**src/rtl/dist_disp_pkg.sv**
```systemverilog
// rtl/dist_disp_pkg.sv - shared constants and FSM state type for the distance display front end
// Optional feature macro: DIST_SMOOTH_AVG_EN (adds the AVG state for 4-sample smoothing)
package dist_disp_pkg;

  localparam int unsigned DIGITS   = 3;
  localparam int unsigned BCD_W    = 4 * DIGITS;
  localparam int unsigned CLAMP_W  = 10;
  localparam int unsigned MAX_DISP = 999;
  localparam int unsigned CNT_W    = 4;

`ifdef DIST_SMOOTH_AVG_EN
  typedef enum logic [1:0] {S_IDLE, S_CONV, S_AVG} state_e;
`else
  typedef enum logic [0:0] {S_IDLE, S_CONV} state_e;
`endif

endpackage

```
**src/rtl/bin2bcd_dd.sv**
```systemverilog
// rtl/bin2bcd_dd.sv - iterative double-dabble converter, one shift/add-3 step per cycle
module bin2bcd_dd
  import dist_disp_pkg::*;
(
  input  logic               clk_i,
  input  logic               rst_ni,
  input  logic               load_i,
  input  logic [CLAMP_W-1:0] bin_i,
  input  logic               step_i,
  output logic [BCD_W-1:0]   bcd_o,
  output logic               done_o
);

  logic [CLAMP_W-1:0] bin_q, bin_d;
  logic [BCD_W-1:0]   bcd_q, bcd_d, adj;
  logic [CNT_W-1:0]   cnt_q;

  // Add-3 correction on every digit, then shift the next binary bit into the BCD field
  always_comb begin
    adj = bcd_q;
    for (int k = 0; k < DIGITS; k++) begin
      if (bcd_q[4*k +: 4] >= 4'd5) adj[4*k +: 4] = bcd_q[4*k +: 4] + 4'd3;
    end
    bcd_d = {adj[BCD_W-2:0], bin_q[CLAMP_W-1]};
    bin_d = {bin_q[CLAMP_W-2:0], 1'b0};
  end

  // bcd_o is the post-step value, so it holds the final digits during the last step
  assign bcd_o  = bcd_d;
  assign done_o = (cnt_q == CNT_W'(CLAMP_W - 1));

  // Load a new operand or advance one iteration
  always_ff @(posedge clk_i or negedge rst_ni) begin
    if (!rst_ni) begin
      bin_q <= '0;
      bcd_q <= '0;
      cnt_q <= '0;
    end else if (load_i) begin
      bin_q <= bin_i;
      bcd_q <= '0;
      cnt_q <= '0;
    end else if (step_i) begin
      bin_q <= bin_d;
      bcd_q <= bcd_d;
      cnt_q <= cnt_q + 1'b1;
    end
  end

endmodule

```
**src/rtl/distance_bcd_latch.sv**
```systemverilog
// rtl/distance_bcd_latch.sv - clamp, BCD-convert and frame-commit distance samples for the VGA display
// Optional feature macro: DIST_SMOOTH_AVG_EN (converts the mean of the last 4 clamped samples)
module distance_bcd_latch #(
  parameter int unsigned IN_W     = 32,
  parameter int unsigned MAX_DISP = 999
) (
  input  logic                           iVGA_CLK,
  input  logic                           iRST_n,
  input  logic [IN_W-1:0]                iDIST,
  input  logic                           iDIST_VALID,
  output logic                           oDIST_READY,
  input  logic                           iVS,
  output logic [dist_disp_pkg::BCD_W-1:0] oBCD,
  output logic                           oOVER,
  output logic                           oUPD
);
  import dist_disp_pkg::*;

  localparam logic [IN_W-1:0] MAX_IN = IN_W'(MAX_DISP);

  state_e             state_q, state_d;
  logic               conv_over_q, conv_over_d;
  logic [BCD_W-1:0]   pend_bcd_q, bcd_q, cvt_bcd;
  logic               pend_over_q, pend_valid_q, over_q, upd_q, vs_d_q;
  logic               in_over, load, step, cvt_done, conv_done, commit;
  logic [CLAMP_W-1:0] in_clamp, load_bin;

  assign in_over  = (iDIST > MAX_IN);
  assign in_clamp = in_over ? CLAMP_W'(MAX_DISP) : iDIST[CLAMP_W-1:0];

`ifdef DIST_SMOOTH_AVG_EN
  logic [3:0][CLAMP_W-1:0] hist_q;
  logic [3:0]              hist_over_q;
  logic [CLAMP_W+1:0]      hist_sum;

  assign hist_sum = (CLAMP_W+2)'(hist_q[0]) + (CLAMP_W+2)'(hist_q[1])
                  + (CLAMP_W+2)'(hist_q[2]) + (CLAMP_W+2)'(hist_q[3]);

  // Shift each accepted clamped sample and its over flag into the 4-deep history
  always_ff @(posedge iVGA_CLK or negedge iRST_n) begin
    if (!iRST_n) begin
      hist_q      <= '0;
      hist_over_q <= '0;
    end else if (state_q == S_IDLE && iDIST_VALID) begin
      hist_q      <= {hist_q[2:0], in_clamp};
      hist_over_q <= {hist_over_q[2:0], in_over};
    end
  end
`endif

  // Next state, converter control and the over flag travelling with the conversion
  always_comb begin
    state_d     = state_q;
    load        = 1'b0;
    step        = 1'b0;
    conv_done   = 1'b0;
    load_bin    = in_clamp;
    conv_over_d = conv_over_q;
    case (state_q)
      S_IDLE: begin
        if (iDIST_VALID) begin
`ifdef DIST_SMOOTH_AVG_EN
          state_d = S_AVG;
`else
          load        = 1'b1;
          conv_over_d = in_over;
          state_d     = S_CONV;
`endif
        end
      end
`ifdef DIST_SMOOTH_AVG_EN
      S_AVG: begin
        load        = 1'b1;
        load_bin    = hist_sum[CLAMP_W+1:2];
        conv_over_d = |hist_over_q;
        state_d     = S_CONV;
      end
`endif
      S_CONV: begin
        step = 1'b1;
        if (cvt_done) begin
          conv_done = 1'b1;
          state_d   = S_IDLE;
        end
      end
      default: state_d = S_IDLE;
    endcase
  end

  // FSM state and conversion over-flag registers
  always_ff @(posedge iVGA_CLK or negedge iRST_n) begin
    if (!iRST_n) begin
      state_q     <= S_IDLE;
      conv_over_q <= 1'b0;
    end else begin
      state_q     <= state_d;
      conv_over_q <= conv_over_d;
    end
  end

  bin2bcd_dd u_bin2bcd (
    .clk_i  (iVGA_CLK),
    .rst_ni (iRST_n),
    .load_i (load),
    .bin_i  (load_bin),
    .step_i (step),
    .bcd_o  (cvt_bcd),
    .done_o (cvt_done)
  );

  // Commit on the registered falling edge of vsync, only when a fresh result is waiting
  assign commit = vs_d_q & ~iVS & pend_valid_q;

  // Pending result holding and frame-synchronous commit; commit reads the pre-edge pending value
  always_ff @(posedge iVGA_CLK or negedge iRST_n) begin
    if (!iRST_n) begin
      vs_d_q       <= 1'b1;
      upd_q        <= 1'b0;
      bcd_q        <= '0;
      over_q       <= 1'b0;
      pend_bcd_q   <= '0;
      pend_over_q  <= 1'b0;
      pend_valid_q <= 1'b0;
    end else begin
      vs_d_q <= iVS;
      upd_q  <= commit;
      if (commit) begin
        bcd_q  <= pend_bcd_q;
        over_q <= pend_over_q;
      end
      if (conv_done) begin
        pend_bcd_q   <= cvt_bcd;
        pend_over_q  <= conv_over_q;
        pend_valid_q <= 1'b1;
      end else if (commit) begin
        pend_valid_q <= 1'b0;
      end
    end
  end

  assign oDIST_READY = (state_q == S_IDLE);
  assign oBCD        = bcd_q;
  assign oOVER       = over_q;
  assign oUPD        = upd_q;

endmodule

```
**config.mk**
```make
export PLATFORM = sky130hd
export DESIGN_NAME = distance_bcd_latch
export DESIGN_NICKNAME = d
export VERILOG_FILES = /design/src/rtl/dist_disp_pkg.sv /design/src/rtl/bin2bcd_dd.sv /design/src/rtl/distance_bcd_latch.sv
export SDC_FILE = /design/constraint.sdc
export NUM_CORES = 1
export LEC_CHECK = 0
export BUFFER_PORTS_ARGS = -buffer_cell sky130_fd_sc_hd__buf_4
export CAP_MARGIN = 0
export CORE_MARGIN = 2
export CORE_UTILIZATION = 57
export CTS_BUF_LIST = sky130_fd_sc_hd__clkbuf_8
export CTS_CLUSTER_SIZE = 10
export DETAILED_ROUTE_END_ITERATION = 12
export GPL_ROUTABILITY_DRIVEN = 1
export PLACE_DENSITY = 0.87
export SYNTH_ARGS = -nofsm -noshare
export SYNTH_HDL_FRONTEND = slang
export SYNTH_SLANG_ARGS = --single-unit
```
**constraint.sdc**
```tcl
create_clock -name iVGA_CLK -period 1.8 [get_ports iVGA_CLK]
set_input_delay 0.18 -clock iVGA_CLK [delete_from_list [all_inputs] [get_ports iVGA_CLK]]
set_output_delay 0.18 -clock iVGA_CLK [all_outputs]
set_load 0.01 [all_outputs]
```
* Word level (Yosys, flattened, before mapping) *
Cells that the tools add are included.

word-level totals
  logic and storage cells = 47
  output and inout bits = 15
  flip-flop bits (word level) = 57
  input port bits = 36

operators by class
  multiplexer cells = 19
  magnitude comparators = 4
  reductions and logical operators = 3
  equality and inequality tests = 1
  bitwise operators = 4
  add/sub/neg operators = 4

operators by type and width
  kind                    count
  $gt A32 B10 Y1 const B  1
  $mux W10                3
  $mux W12                2
  $mux W4                 4
  $ge A4 B3 Y1 const B    3
  $add A4 B2 Y4 const B   2
  $mux W1                 8
  $add A4 B1 Y4 const B   1
  $eq A4 B4 Y1 const B    1
  $reduce_bool A2 Y1      2
  $add A3 B2 Y3 const B   1
  $mux W3                 1
  $and A1 B1 Y1           2
  $not A1 Y1              2
  $pmux W1 S2             1
  $reduce_and A2 Y1       1

* Longest topological paths before layout *
  depth in word-level cells = 5
  depth in mapped cells = 6
  depth with buffers taken out = 6

* By module *
Synthesis repeated with hierarchy kept, for this count alone.

unflattened totals
  cell total of the unflattened synthesis = 252
  area total of the unflattened synthesis = 2821.5 µm²

by module, submodules not included
  module              cells each  instances  seq. area each (µm²)  area an instance (µm²)
  bin2bcd_dd          161         1          650.6                 1511.4
  distance_bcd_latch  91          1          777.0                 1310.0

* Least setup slack after synthesis *
Ideal clock, no wire load.

  path type = flip-flop to flip-flop
  start = register u_bin2bcd.bcd_q[4]
  end = register u_bin2bcd.bcd_q[6]
  period minus slack after synthesis = 1.474 ns
  arrival = 1.391 ns
  cell stages (with the launch flop) = 7
  setup time = 0.083 ns
  data required time = 1.717 ns
  buffers on the path = 0
  slack = 0.326 ns
  path through = dfrtp_1 inv_1 ha_1 nand2b_1 a21oi_1 mux2_2 o21ai_0

between the ends
  cells in the longest elaborated chain, start to end = 4
  elaborated cells on any way between the ends = 5
  those cells by class = add/sub: 1; order compare: 1; mux: 3

ends and longest elaborated chain
  what                                           RTL line          source
  start: declaration                             bin2bcd_dd.sv:15  logic [BCD_W-1:0] bcd_q, bcd_d, adj;
  start signal: assignment                       bin2bcd_dd.sv:36  bcd_q <= '0;
  start signal: assignment                       bin2bcd_dd.sv:40  bcd_q <= '0;
  start signal: assignment                       bin2bcd_dd.sv:44  bcd_q <= bcd_d;
  $add A4 B2 Y4 or $ge A4 B3 Y1 (tied branches)  bin2bcd_dd.sv:22  if (bcd_q[4*k +: 4] >= 4'd5) adj[4*k +: 4] = bcd_q[4*k +: 4] + 4'd3;
  $mux W4 *                                      bin2bcd_dd.sv:22
  $mux W12 *                                     bin2bcd_dd.sv:42  end else if (step_i) begin
  $mux W12 *                                     bin2bcd_dd.sv:38  end else if (load_i) begin

Mark *: on every way between the ends. The rest lies on a longest branch, timed or not. The select of a mux whose other input is x is not followed.
A chain may end at the register's enable or synchronous reset.

* Worst setup path after layout *
  start = register u_bin2bcd.bcd_q[0]
  end = register pend_bcd_q[2]

between the ends
  cells in the longest elaborated chain, start to end = 2
  elaborated cells on any way between the ends = 3
  those cells by class = add/sub: 1; order compare: 1; mux: 1

ends and longest elaborated chain
  what                                           RTL line                   source
  $add A4 B2 Y4 or $ge A4 B3 Y1 (tied branches)  bin2bcd_dd.sv:22
  $mux W4 *                                      bin2bcd_dd.sv:22
  end signal: assignment                         distance_bcd_latch.sv:132  pend_bcd_q <= cvt_bcd;
  end: declaration                               distance_bcd_latch.sv:23   logic [BCD_W-1:0] pend_bcd_q, bcd_q, cvt_bcd;

Mark *: on every way between the ends. The rest lies on a longest branch, timed or not.

==> run metrics <==
number of flops mapped to enable cells by yosys=0; Die ar.=5090 µm²; dominant cell type by area after synthesis=dfrtp_1; Clock transition at path regs=0.06 ns; DRT iter0 DRCs=124; Seq/Total Area, Yosys=55.3%; ratio of cells with drive above 1 in the final layout=25.8%; DR WL/cell=14.0 µm; CP Launch Type=flop; Initial Utilization=59.3%; Worst Setup End Kind=flop; Top Ports=51; nets=361; status=completed; Synthesized Nets=302; setup TNS=0 ns; measured slew at the worst slew-check pin=0.686 ns; Die H=71.3 µm; CTS H-Tree Depth=3; Final Cell Area=3240 µm²; DRC Markers=0; HPWL after DPL=3600 µm; clock latency on the worst-skew pair=0.34 ns; global-route wire length before repair=9060 µm; Die W=71.3 µm; Mapped Cells=258; First-pass DRT Iterations=4; worst hold path class=input port to flop; critical path's largest stage delay=0.40 ns; vias in the first global route=2123; Final Slew Violations=0; P_leak=0.00159 µW; maximum vdd drop=0.000879 V; RSZ-0062 raised after global routing=no; fill count=321; FMAX=0.621 GHz; area of the mapped netlist=2580 µm²; antenna violations before repair=0; Rows=24; critical setup path kind=flop to flop; fin crit period=1.61 ns; PwrDens=1610 nW/µm²; Critical-path top delay cell=dfrtp_1; IO Port Bufs=50; grt ovf=0; Vias=2046; largest net degree at the start of global routing=58; most common cell after layout, fill and taps aside=nand2_1; CTS Root Cell=clkbuf_8; Synth Flop Type=dfrtp_1; clk_skew=0.0101 ns; Routed WL=5240 µm; synthesized area per cell=10.0 µm²; crit-path cells=inv_1, ha_1, nand2b_1, a21oi_2, mux2i_1, mux2_2; diode count=0; most frequent cells in the layout=nand2_1 (64), buf_4 (57), dfrtp_1 (56), o21ai_0 (26); CTS Buf Count=9; Clock Sinks=57; CP Buf/Inv Count=1; top cells by area, synth=dfrtp_1 (54%), nand2_1 (9.3%), o21ai_0 (5.0%); # setup viols final=0; core area=4350 µm²; clock buffer depth=2; Yosys warnings=0; Synth cell types=37; top cell type's share of synthesized area=54.2%; Final Hold Vio Count=0; Async S/R FF share, synth=100%; Final GP Congestion=0.862; post-route ant nets=0; CP Max Fanout=3; Setup Buffers After CTS=0; CTS tree=built; Slew HR=54.3%; vias per inst=5.47; dpl cell area=3030 µm²; max-cap violations=0; Arr. time, crit path=1.88 ns; FF+latch count, synth=57; Area Overhead vs Synth=25.5%; gr usage total=22.9%; required time of the critical path=2.07 ns; cell family with most CP delay=multiplexers; period utilization=89.4%
logic make-up after synthesis:
kind of cell               share of synthesized area [%]
and+or+nand+nor                                     20.0
AOI/OAI and AO/OA                                   13.8
buffers and inverters                               3.15
DFF                                                 55.3
adders and majority gates                           3.87
xor gates and xnor gates                            1.36
muxes                                               2.57
synthesized netlist by cell type, drive strengths merged, types with 3 or more instances:
cell type,instances
o32ai,5
mux2,5
xnor2,3
dfrtp,56
ha,8
nand2,64
nor4,5
inv,10
a21oi,12
buf,3
nand2b,3
nor2,6
clkbuf,8
a22o,4
or3,6
o21ai,33
nor3b,5
nor3,3
power breakdown:
group,internal (µW),total (µW),switching [µW]
logic,932,1990,1050
clock network,599,1070,474
registers,1830,2180,342
through the flow:
stage	util (%)	worst slack (ns)	cells	total power, µW	hold slack [ns]
after floorplan	-	0.326	258	3440	-0.116
after global placement	69.7	0.278	356	4010	0.269
after detailed placement	69.7	0.217	356	4150	0.274
after CTS	74.4	0.118	374	5270	0.0833
after global routing	74.5	0.0861	374	5660	0.0983
final	74.5	0.190	374	5230	0.0972
metal layers:
layer | wire length (µm) | GRT usage [%]
met2 | 2760 | 39.9
met5 | 0 | 0
met1 | 2140 | 27.1
met4 | 51 | 8.81
met3 | 298 | 6.33
repair_timing:
item | 4_1_cts | 5_1_grt
setup endpoints to repair | 0 | 1
hold buffers | 2 | 0
gates resized for setup | 0 | 1
hold endpoints to repair | 57 | 0
cell type report:
cell class	count	area, µm²	area share (%)
clock buffers	12	165	5.09
clock inverters	4	20.0	0.618
inverters	10	37.5	1.16
multi-input cells	180	1080	33.3
flip-flops and latches	57	1430	44.0
well taps	52	65.1	2.01
repair buffers	59	448	13.8
worst paths after layout:
check                                                  to  depth (start not counted)                      startpoint  slack (ns)
max                             pend_bcd_q[2]$_DFFE_PN0P_                          6  u_bin2bcd.bcd_q[0]$_DFFE_PN0P_        0.19
min                        u_bin2bcd.bin_q[3]$_DFFE_PN0P_                          2                        iDIST[3]         0.1
max reg2reg                     pend_bcd_q[2]$_DFFE_PN0P_                          6  u_bin2bcd.bcd_q[0]$_DFFE_PN0P_        0.19
min reg2reg                           oBCD[7]$_DFFE_PN0P_                          2       pend_bcd_q[7]$_DFFE_PN0P_        0.47
max in group asynchronous  u_bin2bcd.bcd_q[5]$_DFFE_PN0P_                          2                          iRST_n        0.90
min in group asynchronous            oBCD[10]$_DFFE_PN0P_                          2                          iRST_n        0.42
state kept, by name, indices dropped and copies added, names as in the netlist:
signal           flops
u_bin2bcd.bin_q     10
oUPD                 1
oOVER                1
u_bin2bcd.cnt_q      4
vs_d_q               1
u_bin2bcd.bcd_q     12
pend_over_q          1
pend_valid_q         1
pend_bcd_q          12
state_q              1
oBCD                12
conv_over_q          1
Note: power is estimated with default switching activity, not from simulation.
